<file path="src/rtl/tamagotchi_pkg.sv">
// Shared constants and types for the status frame transmitter.
package tamagotchi_pkg;

  // First byte of every status frame.
  localparam logic [7:0] SYNC_BYTE = 8'hA5;

  // Bytes per frame. The frame format fixes this value.
  localparam int FRAME_LEN = 7;

  // Index of the checksum byte, which is the last byte of the frame.
  localparam logic [2:0] LAST_IDX = 3'(FRAME_LEN - 1);

  // Bit positions inside the flag byte (b5).
  localparam int FLAG_ALERT = 0;
  localparam int FLAG_SLEEP = 1;

  // Transmitter states.
  typedef enum logic {
    IDLE = 1'b0,
    SEND = 1'b1
  } state_e;

endpackage

</file>
<file path="src/rtl/status_frame_tx_if.sv">
// Byte-wide valid/ready link from the frame transmitter to the UART TX.
interface status_frame_tx_if;
  logic [7:0] tx_data;
  logic       tx_valid;
  logic       tx_ready;

  modport master (output tx_data, output tx_valid, input tx_ready);
  modport slave  (input tx_data, input tx_valid, output tx_ready);
endinterface

</file>
<file path="src/rtl/frame_snapshot.sv">
// Stat/flag latch for one frame plus the byte-select mux and XOR checksum.
// Every frame byte comes from the latched copy, so live stat changes never
// leak into a frame that is in flight.
module frame_snapshot
  import tamagotchi_pkg::*;
#(
  parameter int         STAT_W   = 5,
  parameter logic [7:0] SYNC_VAL = SYNC_BYTE
) (
  input  logic              clk,
  input  logic              reset,
  input  logic              load,
  input  logic [STAT_W-1:0] hunger,
  input  logic [STAT_W-1:0] happiness,
  input  logic [STAT_W-1:0] hygiene,
  input  logic [STAT_W-1:0] energy,
  input  logic              is_sleeping,
  input  logic [2:0]        sel,
  output logic [7:0]        byte_o
);

  logic [STAT_W-1:0] hunger_q, hunger_d;
  logic [STAT_W-1:0] happiness_q, happiness_d;
  logic [STAT_W-1:0] hygiene_q, hygiene_d;
  logic [STAT_W-1:0] energy_q, energy_d;
  logic              sleep_q, sleep_d;

  logic [7:0] hunger_b, happiness_b, hygiene_b, energy_b;
  logic [7:0] flags_b, csum_b;
  logic       alert_s;

  // Zero-extend one stat into a frame byte.
  function automatic logic [7:0] ext(input logic [STAT_W-1:0] v);
    logic [7:0] r;
    r = 8'h00;
    r[STAT_W-1:0] = v;
    return r;
  endfunction

  // Capture the live inputs when a new frame starts, otherwise hold.
  always_comb begin
    hunger_d    = hunger_q;
    happiness_d = happiness_q;
    hygiene_d   = hygiene_q;
    energy_d    = energy_q;
    sleep_d     = sleep_q;
    if (load) begin
      hunger_d    = hunger;
      happiness_d = happiness;
      hygiene_d   = hygiene;
      energy_d    = energy;
      sleep_d     = is_sleeping;
    end else begin
      sleep_d     = sleep_q;
    end
  end

  // Snapshot registers.
  always_ff @(posedge clk) begin
    if (reset) begin
      hunger_q    <= {STAT_W{1'b0}};
      happiness_q <= {STAT_W{1'b0}};
      hygiene_q   <= {STAT_W{1'b0}};
      energy_q    <= {STAT_W{1'b0}};
      sleep_q     <= 1'b0;
    end else begin
      hunger_q    <= hunger_d;
      happiness_q <= happiness_d;
      hygiene_q   <= hygiene_d;
      energy_q    <= energy_d;
      sleep_q     <= sleep_d;
    end
  end

  // Build the frame bytes from the snapshot and select the requested one.
  always_comb begin
    hunger_b    = ext(hunger_q);
    happiness_b = ext(happiness_q);
    hygiene_b   = ext(hygiene_q);
    energy_b    = ext(energy_q);
    alert_s     = (hunger_q == {STAT_W{1'b0}}) || (happiness_q == {STAT_W{1'b0}}) ||
                  (hygiene_q == {STAT_W{1'b0}}) || (energy_q == {STAT_W{1'b0}});
    flags_b             = 8'h00;
    flags_b[FLAG_ALERT] = alert_s;
    flags_b[FLAG_SLEEP] = sleep_q;
    csum_b = SYNC_VAL ^ hunger_b ^ happiness_b ^ hygiene_b ^ energy_b ^ flags_b;
    case (sel)
      3'd0:    byte_o = SYNC_VAL;
      3'd1:    byte_o = hunger_b;
      3'd2:    byte_o = happiness_b;
      3'd3:    byte_o = hygiene_b;
      3'd4:    byte_o = energy_b;
      3'd5:    byte_o = flags_b;
      3'd6:    byte_o = csum_b;
      default: byte_o = 8'h00;
    endcase
  end

endmodule

</file>
<file path="src/rtl/status_frame_tx.sv">
// Status frame transmitter: on a one-second tick or a host request it
// snapshots the stats and streams a 7-byte frame over a valid/ready link.
// One trigger can be held pending while a frame is in flight; further
// triggers are dropped and flagged through the sticky overrun bit.
module status_frame_tx
  import tamagotchi_pkg::*;
#(
  parameter int         STAT_W   = 5,
  parameter logic [7:0] SYNC_VAL = SYNC_BYTE
) (
  input  logic                clk,
  input  logic                reset,
  input  logic                second,
  input  logic                req,
  input  logic [STAT_W-1:0]   hunger,
  input  logic [STAT_W-1:0]   happiness,
  input  logic [STAT_W-1:0]   hygiene,
  input  logic [STAT_W-1:0]   energy,
  input  logic                is_sleeping,
  status_frame_tx_if.master   tx,
  output logic                busy,
  output logic [7:0]          frame_count,
  output logic                overrun
);

  state_e     state_q, state_d;
  logic [2:0] idx_q, idx_d;
  logic       pending_q, pending_d;
  logic       overrun_q, overrun_d;
  logic [7:0] count_q, count_d;
  logic       valid_q, valid_d;
  logic [7:0] data_q, data_d;
  logic       busy_q, busy_d;

  logic       trig_s;
  logic       xfer_s;
  logic       load_s;
  logic [2:0] next_idx_s;
  logic [7:0] next_byte_s;

  assign trig_s     = second | req;
  assign xfer_s     = valid_q & tx.tx_ready;
  assign next_idx_s = idx_q + 3'd1;

  frame_snapshot #(
    .STAT_W   (STAT_W),
    .SYNC_VAL (SYNC_VAL)
  ) u_snap (
    .clk         (clk),
    .reset       (reset),
    .load        (load_s),
    .hunger      (hunger),
    .happiness   (happiness),
    .hygiene     (hygiene),
    .energy      (energy),
    .is_sleeping (is_sleeping),
    .sel         (next_idx_s),
    .byte_o      (next_byte_s)
  );

  // Next-state, pending/overrun bookkeeping and registered output values.
  always_comb begin
    state_d   = state_q;
    idx_d     = idx_q;
    pending_d = pending_q;
    overrun_d = overrun_q;
    count_d   = count_q;
    valid_d   = valid_q;
    data_d    = data_q;
    busy_d    = busy_q;
    load_s    = 1'b0;
    case (state_q)
      IDLE: begin
        if (trig_s) begin
          load_s  = 1'b1;
          state_d = SEND;
          idx_d   = 3'd0;
          valid_d = 1'b1;
          data_d  = SYNC_VAL;
          busy_d  = 1'b1;
        end else begin
          valid_d = 1'b0;
          busy_d  = 1'b0;
        end
      end
      SEND: begin
        if (xfer_s && (idx_q == LAST_IDX)) begin
          count_d = count_q + 8'd1;
          // A held trigger, or one arriving on this edge, chains the next
          // frame with no idle cycle; both at once means one was lost.
          if (pending_q || trig_s) begin
            load_s    = 1'b1;
            idx_d     = 3'd0;
            data_d    = SYNC_VAL;
            pending_d = 1'b0;
            if (pending_q && trig_s) begin
              overrun_d = 1'b1;
            end else begin
              overrun_d = overrun_q;
            end
          end else begin
            state_d   = IDLE;
            idx_d     = 3'd0;
            valid_d   = 1'b0;
            busy_d    = 1'b0;
            pending_d = 1'b0;
          end
        end else begin
          if (xfer_s) begin
            idx_d  = next_idx_s;
            data_d = next_byte_s;
          end else begin
            idx_d  = idx_q;
          end
          if (trig_s) begin
            if (pending_q) begin
              overrun_d = 1'b1;
            end else begin
              pending_d = 1'b1;
            end
          end else begin
            pending_d = pending_q;
          end
        end
      end
      default: begin
        state_d   = IDLE;
        idx_d     = 3'd0;
        valid_d   = 1'b0;
        busy_d    = 1'b0;
        pending_d = 1'b0;
      end
    endcase
  end

  // State and output registers.
  always_ff @(posedge clk) begin
    if (reset) begin
      state_q   <= IDLE;
      idx_q     <= 3'd0;
      pending_q <= 1'b0;
      overrun_q <= 1'b0;
      count_q   <= 8'd0;
      valid_q   <= 1'b0;
      data_q    <= 8'h00;
      busy_q    <= 1'b0;
    end else begin
      state_q   <= state_d;
      idx_q     <= idx_d;
      pending_q <= pending_d;
      overrun_q <= overrun_d;
      count_q   <= count_d;
      valid_q   <= valid_d;
      data_q    <= data_d;
      busy_q    <= busy_d;
    end
  end

  assign tx.tx_data   = data_q;
  assign tx.tx_valid  = valid_q;
  assign busy         = busy_q;
  assign frame_count  = count_q;
  assign overrun      = overrun_q;

endmodule

</file>
<file path="src/flat_wrapper.sv">
// flat-port wrapper written by rule: the top's interface ports become plain ports
module status_frame_tx_flat import tamagotchi_pkg::*;
#(
  parameter int         STAT_W   = 5,
  parameter logic [7:0] SYNC_VAL = SYNC_BYTE
)
  (clk, reset, second, req, hunger, happiness, hygiene, energy, is_sleeping, busy, frame_count, overrun, tx_tx_data, tx_tx_valid, tx_tx_ready);
  status_frame_tx_if tx_i ();
  input  logic clk;
  input  logic reset;
  input  logic second;
  input  logic req;
  input  logic [STAT_W-1:0] hunger;
  input  logic [STAT_W-1:0] happiness;
  input  logic [STAT_W-1:0] hygiene;
  input  logic [STAT_W-1:0] energy;
  input  logic is_sleeping;
  output logic busy;
  output logic [7:0] frame_count;
  output logic overrun;
  output wire logic [$bits(tx_i.tx_data)-1:0] tx_tx_data;
  output wire logic [$bits(tx_i.tx_valid)-1:0] tx_tx_valid;
  input wire logic [$bits(tx_i.tx_ready)-1:0] tx_tx_ready;
  assign tx_tx_data = tx_i.tx_data;
  assign tx_tx_valid = tx_i.tx_valid;
  assign tx_i.tx_ready = tx_tx_ready;
  status_frame_tx #(.STAT_W(STAT_W), .SYNC_VAL(SYNC_VAL)) u_core (.clk(clk), .reset(reset), .second(second), .req(req), .hunger(hunger), .happiness(happiness), .hygiene(hygiene), .energy(energy), .is_sleeping(is_sleeping), .tx(tx_i), .busy(busy), .frame_count(frame_count), .overrun(overrun));
endmodule
</file>
<file path="config.mk">
export PLATFORM = sky130hd
export DESIGN_NAME = status_frame_tx_flat
export DESIGN_NICKNAME = d
export VERILOG_FILES = /design/src/rtl/tamagotchi_pkg.sv /design/src/rtl/status_frame_tx_if.sv /design/src/rtl/frame_snapshot.sv /design/src/rtl/status_frame_tx.sv /design/src/flat_wrapper.sv
export SDC_FILE = /design/constraint.sdc
export NUM_CORES = 1
export LEC_CHECK = 0
export ABC_CLOCK_PERIOD_IN_PS = 5300
export BUFFER_PORTS_ARGS = -buffer_cell sky130_fd_sc_hd__clkbuf_2
export CAP_MARGIN = 10
export CORE_MARGIN = 2
export CORE_UTILIZATION = 55
export DETAILED_ROUTE_END_ITERATION = 10
export GPL_ROUTABILITY_DRIVEN = 0
export HOLD_SLACK_MARGIN = 0.1
export PLACE_DENSITY = 0.93
export SYNTH_ARGS = -nofsm -noshare
export SYNTH_HDL_FRONTEND = slang
export SYNTH_SLANG_ARGS = --single-unit
</file>
<file path="constraint.sdc">
create_clock -name clk -period 5.3 [get_ports clk]
set_input_delay 0.53 -clock clk [delete_from_list [all_inputs] [get_ports clk]]
set_output_delay 0.53 -clock clk [all_outputs]
set_load 0.01 [all_outputs]
</file>
==> flow_summary.yaml <==
outcome:
  status: "finished clean"
die:
  die_x_um: 65.3
  die_area_mm2: 0.00426
  start_util_pct: 56.9
  ios: 45
  dieHeight_um: 65.3
  row_count: 22
  core_mm2: 0.00363
cts:
  numCtsBuffers: 5
  cts-resized-gates: 0
  root_buffer: "clkbuf_8"
  cts_tree: "built"
  cts_max_path_buffers: 2
  cts_hold_buf: 0
  clk_pin_slew_ps: 80
  insertion_delay_ps: 300
  postCtsSetupBuffers: 0
  htree_levels: 2
  cts_sinks: 42
routing:
  viasPerCell: 5.68
  avgRoutedWirePerCell_um: 14.0
  vias: 1784
  detail_route.first_pass.iterations: 4
  drtIter0Drc: 137
  postRouteAntennaNets: 0
  route.detailed.drc: 0
  routed_wl_um: 4400
timing:
  drv_slew: 0
  rsz0062_at_grt: "false"
  setup_tns_ps: 0
  setup_violations: 0
  slew_headroom_pct: 39.8
  fin_crit_sh_pct: 41.9
  fmax_mhz: 450
  period_needed_ps: 2220
  finalHoldViolations: 0
  finClkSkew_ps: 6.54
  max_slew.worst_pin.slew_ps: 897
cells_and_area:
  final_common_cell: "nor2_1"
  final_layout_size_suffix_gt1_share_pct: 21.4
  layout.nets: 297
  num_antenna_cells: 0
  layout_common_cells: "nor2_1, clkbuf_2, dfxtp_1"
  area_growth_syn_to_layout_pct: 17.1
  final_cells: 314
critical_path:
  cp_max_fo: 11
  r2r_start: "u_core.idx_q[0]$_SDFFE_PP0P_"
  timing.rr.end: "u_core.tx.tx_data[1]$_SDFFE_PP0P_"
  rrSetupSlack_ps: 3080
  worstPathArrival_ps: 2450
  path_class: "reg -> reg"
  start_kind: "flop"
  cp_data_required_time_ps: 5530
  rr_worst_depth: 6
  endpoint_kind: "flop"
global_routing:
  grt_pass1_wl_um: 7360
  globalRouteOverflowTotal: 0
  antenna_found_initial: 0
  grt_usage_pct: 22.4
  grt_max_degree: 42
  grt_pass1_vias: 1611
pwr:
  p_per_area_mw_per_mm2: 314
  total_power_mw: 0.759
  p_leak_nw: 1.06
  ir_worst_vdd_mv: 0.208
placed_design:
  place_hpwl_um: 3120
  dp_cells: 306
  portBuffers: 43
synth:
  synth_area_per_cell_um2: 8.99
  synth_edf_count: 0
  yosysSeqAreaShare_pct: 40.7
  ys.flop_type: "dfxtp_1"
  syn_nets: 262
  synth_seq_cells: 42
  async_flop_share_pct: 0
  netlist_area_mm2: 0.00207
  syn-instance-count: 230
  synth_cell_types: 40
  synth_warnings: 0
min_path:
  whs_path_depth: 3
  holdCritPathClass: "in -> reg"
  min_from: "hunger[4]"
  min_to: "u_core.u_snap.hunger_q[4]$_SDFFE_PP0P_"
job:
  cap_viol_max_count: 0
-- synth_stat cells (2+ instances only) --
cell       n  area (um^2)
clkbuf_1   9         33.8
a21oi_1   11         55.1
a222oi_1   4         40.0
ha_1       6         75.1
nand3_1    6         30.0
a311oi_1   2         17.5
a221oi_1   2         17.5
nor2_1    44          165
mux2i_1   21          210
or4_1      4         30.0
o21ai_0    7         35.0
dfxtp_1   42          841
o22ai_1    2         12.5
a31oi_1    2         12.5
buf_2      3         15.0
inv_1      3         11.3
xor2_1     8         70.1
a32oi_1    3         26.3
xnor2_1   15          131
nand4_1    3         18.8
nor3_1     3         15.0
buf_4      3         22.5
nand2_1   10         37.5
-- worst max-delay path, stage by stage (launching register included) --
cell	delay, ps
dfxtp_1	370
ha_1	290
xnor2_1	730
a2111oi_0	240
nor2_1	250
a32oi_1	140
nor2_1	120
-- per-stage QoR --
stage / hold WS [ps] / area [um^2] / setup WS, ps / util, %
2_1_floorplan: 493 / 2070 / 3480 / -
3_3_place_gp: 449 / 2280 / 3310 / 62.7
3_5_place_dp: 481 / 2280 / 3220 / 62.7
4_1_cts: 461 / 2420 / 3140 / 66.6
5_1_grt: 464 / 2420 / 2910 / 66.6
6_report: 464 / 2420 / 3080 / 66.6
-- power breakdown --
| group | internal (mW) | switching [mW] |
|---|---|---|
| Combinational | 0.0507 | 0.0466 |
| Sequential | 0.332 | 0.0195 |
| Clock | 0.201 | 0.110 |
| Total | 0.583 | 0.176 |
-- how the worst max path moves through the flow --
stage,start,slack [ps],end
floorplan,u_core.idx_q[0]$_SDFFE_PP0P_,3480,u_core.u_snap.happiness_q[0]$_SDFFE_PP0P_
global placement,u_core.idx_q[0]$_SDFFE_PP0P_,3310,u_core.tx.tx_data[4]$_SDFFE_PP0P_
detailed placement,u_core.idx_q[0]$_SDFFE_PP0P_,3220,u_core.tx.tx_data[1]$_SDFFE_PP0P_
CTS,u_core.idx_q[0]$_SDFFE_PP0P_,3140,u_core.tx.tx_data[1]$_SDFFE_PP0P_
global route,u_core.idx_q[0]$_SDFFE_PP0P_,2910,u_core.tx.tx_data[4]$_SDFFE_PP0P_
finish,u_core.idx_q[0]$_SDFFE_PP0P_,3080,u_core.tx.tx_data[1]$_SDFFE_PP0P_
-- per-layer routing --
layer  track usage (%)  share of wire [%]  up-vias  wire, um
li1                  -                  -      874         -
met1              26.3                 43      830      1910
met2              39.2                 49       66      2150
met3              5.14                5.5       14       243
met4              9.11                2.1        0        94
met5                 0                  0        -         0
-- cell type report --
type	count	area (um^2)
Clock buffer	6	82.6
Clock inverter	2	60.1
Fill cell	308	1210
Inverter	3	11.3
Multi-Input combinational cell	169	1140
Sequential cell	42	841
Tap cell	48	60.1
Timing Repair Buffer	44	223
-- flip-flops by register name (all words and copies together), names as in the netlist --
register                   count
u_core.frame_count             8
u_core.tx.tx_data              6
u_core.u_snap.energy_q         5
u_core.u_snap.happiness_q      5
u_core.u_snap.hunger_q         5
u_core.u_snap.hygiene_q        5
u_core.idx_q                   3
u_core.overrun                 1
u_core.pending_q               1
u_core.state_q                 1
u_core.tx.tx_valid             1
u_core.u_snap.sleep_q          1
-- cells by family after synthesis --
logic type      Yosys count  share of synthesized area, %
xor+xnor                 24                          10.9
other cells               1                         0.181
buf+inv                  19                          4.18
flops                    42                          40.7
mux                      22                          10.7
compound gates           40                          13.5
simple gates             76                          16.2
fa+ha+maj                 6                          3.63
Note: power is estimated with default switching activity, not from simulation.
